$ cat src/rtl/fir_mac_sequencer.sv
// FIR multiply-accumulate sequencer.
// Drives the address and control lines for an external delay RAM, coefficient
// RAM and accumulator so that one N-tap convolution runs per accepted sample.
// Every output is a flop: the comb block computes the values for the next
// cycle and the register block loads them together with the state.
module fir_mac_sequencer #(
   parameter int N  = 255,
   parameter int AW = 8
) (
   input  logic          clk,
   input  logic          rst_n,
   input  logic          enable,
   input  logic          sample_stb,
   input  logic          cfg_req,
   input  logic          ovr_clr,
   output logic          cfg_gnt,
   output logic          smp_we,
   output logic          smp_zero,
   output logic [AW-1:0] smp_addr,
   output logic [AW-1:0] coef_addr,
   output logic          mac_clr,
   output logic          mac_en,
   output logic          out_stb,
   output logic          busy,
   output logic          overrun
);

   typedef enum logic [2:0] {
      CLR   = 3'd0,
      IDLE  = 3'd1,
      WR    = 3'd2,
      MAC   = 3'd3,
      DRAIN = 3'd4,
      OUT   = 3'd5
   } StateType;

   // The counter needs one extra bit because CLR counts up to N, and N may be 2^AW.
   localparam logic [AW-1:0] LAST_IDX = AW'(N - 1);
   localparam logic [AW-1:0] ONE_A    = AW'(1);
   localparam logic [AW:0]   N_CNT    = (AW+1)'(N);
   localparam logic [AW:0]   LAST_CNT = (AW+1)'(N - 1);
   localparam logic [AW:0]   ONE_C    = (AW+1)'(1);

   StateType      r_state;
   logic [AW:0]   r_cnt;
   logic [AW-1:0] r_wrPtr;
   logic          r_cfgGnt;
   logic          r_smpWe;
   logic          r_smpZero;
   logic [AW-1:0] r_smpAddr;
   logic [AW-1:0] r_coefAddr;
   logic          r_macClr;
   logic          r_macEn;
   logic          r_outStb;
   logic          r_busy;
   logic          r_overrun;

   StateType      w_stateNxt;
   logic [AW:0]   w_cntNxt;
   logic [AW-1:0] w_wrPtrNxt;
   logic          w_cfgGntNxt;
   logic          w_smpWeNxt;
   logic          w_smpZeroNxt;
   logic [AW-1:0] w_smpAddrNxt;
   logic [AW-1:0] w_coefAddrNxt;
   logic          w_macClrNxt;
   logic          w_macEnNxt;
   logic          w_outStbNxt;
   logic          w_busyNxt;
   logic          w_overrunNxt;
   logic          w_accept;
   logic          w_drop;

   // Next-state and next-output decode; every target gets its idle value first.
   always_comb begin
      w_accept      = (r_state == IDLE) && sample_stb && enable && !r_cfgGnt;
      w_drop        = sample_stb && enable && !w_accept;
      w_stateNxt    = r_state;
      w_cntNxt      = r_cnt;
      w_wrPtrNxt    = r_wrPtr;
      w_cfgGntNxt   = r_cfgGnt;
      w_smpWeNxt    = 1'b0;
      w_smpZeroNxt  = 1'b0;
      w_smpAddrNxt  = '0;
      w_coefAddrNxt = '0;
      w_macClrNxt   = 1'b0;
      w_macEnNxt    = 1'b0;
      w_outStbNxt   = 1'b0;
      // A drop in the same cycle as a clear request leaves the flag set.
      w_overrunNxt  = w_drop ? 1'b1 : (ovr_clr ? 1'b0 : r_overrun);

      unique case (r_state)
         CLR: begin
            // r_cnt counts zero-writes already issued; the reset cycle issues none.
            if (r_cnt == N_CNT) begin
               w_stateNxt = IDLE;
               w_cntNxt   = '0;
            end else begin
               w_smpWeNxt   = 1'b1;
               w_smpZeroNxt = 1'b1;
               w_smpAddrNxt = r_cnt[AW-1:0];
               w_cntNxt     = r_cnt + ONE_C;
            end
         end
         IDLE: begin
            // An accepted sample beats a coincident configuration request.
            if (w_accept) begin
               w_stateNxt   = WR;
               w_smpWeNxt   = 1'b1;
               w_smpAddrNxt = r_wrPtr;
               w_macClrNxt  = 1'b1;
            end else if (r_cfgGnt) begin
               if (!cfg_req) w_cfgGntNxt = 1'b0;
            end else if (cfg_req) begin
               w_cfgGntNxt = 1'b1;
            end
         end
         WR: begin
            w_stateNxt    = MAC;
            w_cntNxt      = '0;
            w_smpAddrNxt  = r_smpAddr;
            w_coefAddrNxt = '0;
         end
         MAC: begin
            // Read data of the previous tap arrives now, so accumulate it.
            w_macEnNxt = 1'b1;
            if (r_cnt == LAST_CNT) begin
               w_stateNxt = DRAIN;
               w_cntNxt   = '0;
            end else begin
               w_cntNxt      = r_cnt + ONE_C;
               w_smpAddrNxt  = (r_smpAddr == '0) ? LAST_IDX : (r_smpAddr - ONE_A);
               w_coefAddrNxt = r_cnt[AW-1:0] + ONE_A;
            end
         end
         DRAIN: begin
            w_stateNxt  = OUT;
            w_outStbNxt = 1'b1;
            w_wrPtrNxt  = (r_wrPtr == LAST_IDX) ? '0 : (r_wrPtr + ONE_A);
         end
         OUT: begin
            w_stateNxt = IDLE;
         end
         default: begin
            w_stateNxt = CLR;
            w_cntNxt   = '0;
         end
      endcase

      w_busyNxt = (w_stateNxt != IDLE);
   end

   // State, counters and all output flops; reset forces a fresh delay-RAM clear.
   always_ff @(posedge clk or negedge rst_n) begin
      if (!rst_n) begin
         r_state    <= CLR;
         r_cnt      <= '0;
         r_wrPtr    <= '0;
         r_cfgGnt   <= 1'b0;
         r_smpWe    <= 1'b0;
         r_smpZero  <= 1'b0;
         r_smpAddr  <= '0;
         r_coefAddr <= '0;
         r_macClr   <= 1'b0;
         r_macEn    <= 1'b0;
         r_outStb   <= 1'b0;
         r_busy     <= 1'b0;
         r_overrun  <= 1'b0;
      end else begin
         r_state    <= w_stateNxt;
         r_cnt      <= w_cntNxt;
         r_wrPtr    <= w_wrPtrNxt;
         r_cfgGnt   <= w_cfgGntNxt;
         r_smpWe    <= w_smpWeNxt;
         r_smpZero  <= w_smpZeroNxt;
         r_smpAddr  <= w_smpAddrNxt;
         r_coefAddr <= w_coefAddrNxt;
         r_macClr   <= w_macClrNxt;
         r_macEn    <= w_macEnNxt;
         r_outStb   <= w_outStbNxt;
         r_busy     <= w_busyNxt;
         r_overrun  <= w_overrunNxt;
      end
   end

   assign cfg_gnt   = r_cfgGnt;
   assign smp_we    = r_smpWe;
   assign smp_zero  = r_smpZero;
   assign smp_addr  = r_smpAddr;
   assign coef_addr = r_coefAddr;
   assign mac_clr   = r_macClr;
   assign mac_en    = r_macEn;
   assign out_stb   = r_outStb;
   assign busy      = r_busy;
   assign overrun   = r_overrun;

endmodule

$ cat config.mk
export PLATFORM = sky130hd
export DESIGN_NAME = fir_mac_sequencer
export DESIGN_NICKNAME = d
export VERILOG_FILES = /design/src/rtl/fir_mac_sequencer.sv
export SDC_FILE = /design/constraint.sdc
export NUM_CORES = 1
export LEC_CHECK = 0
export CORE_MARGIN = 2
export CORE_UTILIZATION = 50
export DETAILED_ROUTE_END_ITERATION = 16
export MAX_ROUTING_LAYER = met4
export PLACE_DENSITY = 0.73
export SLEW_MARGIN = 15
export SYNTH_ARGS = -nofsm -noshare
export SYNTH_HDL_FRONTEND = slang
export SYNTH_SLANG_ARGS = --single-unit
$ cat constraint.sdc
create_clock -name clk -period 2.22 [get_ports clk]
set_input_delay 0.222 -clock clk [delete_from_list [all_inputs] [get_ports clk]]
set_output_delay 0.222 -clock clk [all_outputs]
set_load 0.03 [all_outputs]
======== Word-level counts from Yosys, hierarchy flattened ========
Cells that the tools add are included.
word-level totals
  word-level logic and storage cells ...... 64
  bits in registers ....................... 44
  input bits .............................. 6
  output and inout port bits .............. 24
operators by class
  muxes and demuxes ....................... 25
  equality and inequality tests ........... 9
  $add $sub $neg .......................... 4
  reduce and logical (&&, ||, !) cells .... 12
  bitwise operators ....................... 1
operators with widths
  cell                 count
  $mux 8               7
  $pmux 8 s4           1
  $pmux 9 s3           1
  $eq 9x8->1 const B   2
  $mux 9               2
  $pmux 3 s6           1
  $add 8x1->8 const B  2
  $add 9x1->9 const B  1
  $mux 1               9
  $mux 3               3
  $eq 8x8->1 const B   1
  $logic_not 8->1      1
  $sub 8x1->8 const B  1
  $eq 3x2->1 const B   2
  $eq 3x3->1 const B   2
  $logic_and 1x1->1    5
  $eq 3x1->1 const B   1
  $logic_not 3->1      1
  $ne 3x1->1 const B   1
  $reduce_or 3->1      1
  $logic_not 1->1      2
  $pmux 1 s2           1
  $reduce_and 2->1     1
  $reduce_bool 2->1    1
  $not 1->1            1

======== Depth between registers and ports, before layout ========
  depth in word-level cells ............... 7
  depth in mapped cells ................... 9
  gate-level depth less buffers ........... 8

======== Worst setup path after synthesis ========
No wires, ideal clock.
  path type ............................... register to register
  start point ............................. register r_cnt[0]
  end point ............................... register r_cnt[6]
  cell stages (with the launch flop) ...... 10
  buffers on the path ..................... 1
  arrival ................................. 1935 ps
  required time ........................... 2138 ps
  period minus slack after synthesis ...... 2018 ps
  setup time .............................. 82 ps
  path slack .............................. 202 ps
  cells stage by stage .................... dfrtp_1 > ha_1 > nand3_1 > nor2_1 > ha_1 > or4_4 > clkinv_4 > buf_6 > nor2_2 > o22ai_1
between the ends
  longest elaborated chain between the ends .. 3
  elaborated cells between the ends (all ways) .. 6
  classes of those cells .................. add/sub: 1; eq/ne: 2; mux: 3
ends and longest elaborated chain
  item                                 RTL line  RTL
  start: declaration                   45        logic [AW:0] r_cnt;
  start signal: assignment             171       r_cnt <= w_cntNxt;
  $add 9x1->9 (tied with other cells)  102, 131
  $mux 9 (on tied branches)            127, 95
  $pmux 9 s3 *                         92        unique case (r_state)
Mark *: on every way between the ends. The rest lies on a longest branch, timed or not.
A chain may end at the register's enable or synchronous reset.

======== Worst setup path in the final report ========
  start point ............................. register r_cnt[0]
  end point ............................... register r_smpAddr[7], in the netlist smp_addr[7]
between the ends
  longest elaborated chain between the ends .. 3
  elaborated cells between the ends (all ways) .. 5
  classes of those cells .................. eq/ne: 2; mux: 3
ends and longest elaborated chain
  item                           RTL line  RTL
  $eq 9x8->1 (on tied branches)  127, 95
  $mux 8 (on tied branches)      127, 95
  $pmux 8 s4 *                   92
  end signal: assignment         176       r_smpAddr <= w_smpAddrNxt;
  end: declaration               50        logic [AW-1:0] r_smpAddr;
Marked as above.

==> results <==
- Setup repair after global routing left no endpoint under its margin.
- Counting distinct cell types in the post-synthesis netlist gives between 50 and 60.
- The total CTS buffers is 5.
- Counting every net in the synthesized netlist gives roughly 240.
- Summed over all instances, the cell type with the most area after synthesis is dfrtp_1.
- After clock tree synthesis, the clock-pin slew on the worst setup and hold paths is ~0.090 ns.
- After synthesis, the cell types taking the most area are dfrtp_1 48%, o21ai_0 5.5%, ha_1 4.4%.
- The commonest cells after synthesis are 44 x dfrtp_1, 25 x o21ai_0, 21 x nor2_1.
- The clock net in this run drives a total of 44 sinks.
- The tool flagged a number of max-cap violations equal to 0.
- The maximum level of the CTS H-tree is 2.
- No sink is reached through more buffers than the 2 on the longest clock path.
- The path type of the worst min-delay path is in2async.
- After legalization and detailed placement, the total HPWL measured roughly 3.7 mm.
- The global placer's final weighted congestion is roughly 0.9.
- The most instantiated library cell after synthesis is dfrtp_1.
- The remaining max-slew budget at the tightest pin is 57.9%.
- The summed negative setup slack over all endpoints is 0 ns.
- The chip width is 71.4 µm.
- The area growth from synthesis to layout is 21.1%.
- The highest net fanout along the worst path is 15.
- The antenna cell count is 0.
- The via count of the first global-routing pass is ~1,700.
- Across the VDD grid, the largest voltage drop is 0.612 mV.
- In this run, the number of DRC markers left after iteration 0 of detailed routing was about 150.
- The total die area is 5100 µm².
- The share of final-layout standard cells stronger than drive strength 1 is between 10% and 20%.
- The routed layout has 1,849 vias.
- For this run, the total global-route usage over all layers was measured as around 23%.
- The global-route wire length before repair is ~8.7 mm.
- The mean routed wirelength per cell is about 16 µm.
- The pin count of the biggest net entering global routing is 27.
- For this run, design rule violations remaining after detail routing come to 0.
- The final-report setup violation count is 0.
- STA classifies the critical path startpoint as a flop.
- The worst path arrival time is ~2.2 ns.
- The most used flip-flop cell after synthesis is dfrtp_1.
- The flow ran to the end, and the final reports show no timing, DRC or antenna violations.
- Yosys mapped a number of flops with a built-in enable equal to 0.
- For this configuration, the core starts out at a cell density of a little over half.
- In this run the core area contains 24 standard-cell rows.
- The synthesized design contains 44 register bits.
- Dividing the detail-routed via count by the number of cells gives 5.85.
- After filler insertion, the fill cell instance count of the layout stands at roughly 370.
- The clock latency on the worst-skew pair is 0.30 ns.
- Dividing the final minimum period by the clock period gives between 90% and 100%.
- For this run, the detailed router's first-pass iteration total came to 4.
- 30 I/O pins were placed.
- TritonCTS built the clock tree.
- The final net count is roughly 280.
- The core region is roughly 4400 µm².
- The mapped cell area is between 2000 and 2500 µm².
- Buffers placed on the I/O ports in this run total 29.
- The static power due to leakage is 1.18 nW.
- The worst setup path is captured at a flop.
- The part of the Yosys area used for sequential elements is roughly half.
- For the worst setup path, the data required time is 2.39 ns.
- Power spread over the standard cell area amounts to about 1200 nW/µm².
- The worst setup path is of the reg2reg kind.
- At the end of the flow the core is filled with cells to 63.2%.
- The tree is rooted in a clkbuf_8.
- The final antenna-violating net count is 0.
- The remaining global-route overflow is 0.
- The average cell area after synthesis is between 10 and 15 µm².
- For this run, the top clock speed supported by timing is around 0.5 GHz.
- The final layout contains routed wiring with a total length of a little over 5 mm.
- At the pin with the least slew margin, the transition time is ~0.63 ns.
- Measured along the y axis, the die boundary spans between 70 and 80 µm.
- The initial antenna violation count is 0.
- The number of instances in the synthesized netlist is around 230.
- The largest clock skew in the final design is around 0.012 ns.
- The hold violation count in the final report is 0.
- Summed over its instances, the top area cell type makes up approximately half of the synthesized netlist area.
- The count of synthesis-stage warnings from yosys is 0.
- The time the worst path needs with I/O delays and setup is 2.00 ns.
- The count of pins over their slew limit is 0.
- The fraction of registers with async set/reset is between 90% and 100%.
[layer usage]
layer  vias up  global-route usage (%)  part of all wire, %
li1        901                       -                    -
met3         5                    4.50                  4.7
met1       897                    31.6                   47
met2        46                    33.5                   47
met4         0                    7.97                  1.2
met5         -                       -                    0
[layout make-up]
class | count | area, µm² | area share, %
clock buffers | 6 | 72.6 | 2.64
clock inverters | 2 | 35.0 | 1.27
inverters | 12 | 55.1 | 2.00
multi-input cells | 159 | 1040 | 37.9
flip-flops and latches | 44 | 1100 | 40.1
well taps | 52 | 65.1 | 2.36
repair buffers | 41 | 378 | 13.7
[final timing paths]
check,slack [ns],depth (start not counted),end,start
max in group asynchronous,1.15,3,r_wrPtr[6],rst_n
max,0.22,8,smp_addr[7],r_cnt[0]
min in group clk,0.49,3,cfg_gnt,cfg_req
min,0.45,2,mac_en,rst_n
min reg2reg,0.53,1,coef_addr[0],r_cnt[0]
max reg2reg,0.22,8,smp_addr[7],r_cnt[0]
[logic make-up (layout without fill, tap and decap cells)]
logic type	count (synthesis)	count (layout)	synth area share [%]
and+or+nand+nor	76	76	18.8
DFF	44	44	48.5
AOI/OAI and AO/OA	69	69	20.0
adders and majority gates	8	8	4.41
xor gates and xnor gates	5	5	1.93
buffers and inverters	24	61	5.89
muxes	1	1	0.441
[cell usage in the layout, fill, tap and decap left out, types with 4 or more instances in the layout]
cell and n:
inv_1 10, o31ai_1 6, clkdlybuf4s50_1 28, nand3_1 6
ha_1 7, dfrtp_1 42, nand4_1 4, clkbuf_8 5
buf_4 11, o21ai_0 24, nor2_1 20, o21a_1 5
or3_1 4, a222oi_1 8, a21oi_1 8, nand2_1 14
[state kept, by name (all words and copies together) (netlist names)]
signal and count:
r_cnt 9, coef_addr 8, r_wrPtr 8, smp_addr 8, r_state 3, busy 1
cfg_gnt 1, mac_clr 1, mac_en 1, out_stb 1, overrun 1, smp_we 1
smp_zero 1
[power breakdown]
part           total, W  internal [W]  switching [W]
Sequential      0.00115      0.000972       0.000173
Combinational   0.00147      0.000615       0.000857
Clock          0.000609      0.000334       0.000275
Total           0.00323       0.00192        0.00131
[per-stage QoR]
step	total power, W	instances	worst slack [ns]	hold WS [ns]	area [µm²]
6_report	0.00323	316	0.219	0.446	2750
5_1_grt	0.00343	316	0.0131	0.513	2750
4_1_cts	0.00321	314	0.0998	0.474	2730
3_5_place_dp	0.00260	305	0.125	0.264	2610
3_3_place_gp	0.00257	305	0.243	0.255	2610
2_1_floorplan	0.00213	227	0.202	-0.0736	2270
[critical path: stages, from the launching register on]
cell	delay, ns
dfrtp_2	0.43
ha_2	0.23
nand3_1	0.12
nor2_2	0.15
ha_1	0.18
or4_4	0.16
clkinv_4	0.12
a222oi_1	0.37
o21ai_1	0.11
[repair_timing]
action | CTS | global route
setup endpoints to repair | 0 | 13
hold buffers | 1 | 0
hold endpoints to repair | 24 | 0
buffers inserted | 0 | 2
gates resized for setup | 0 | 5
Note: power is estimated with default switching activity, not from simulation.
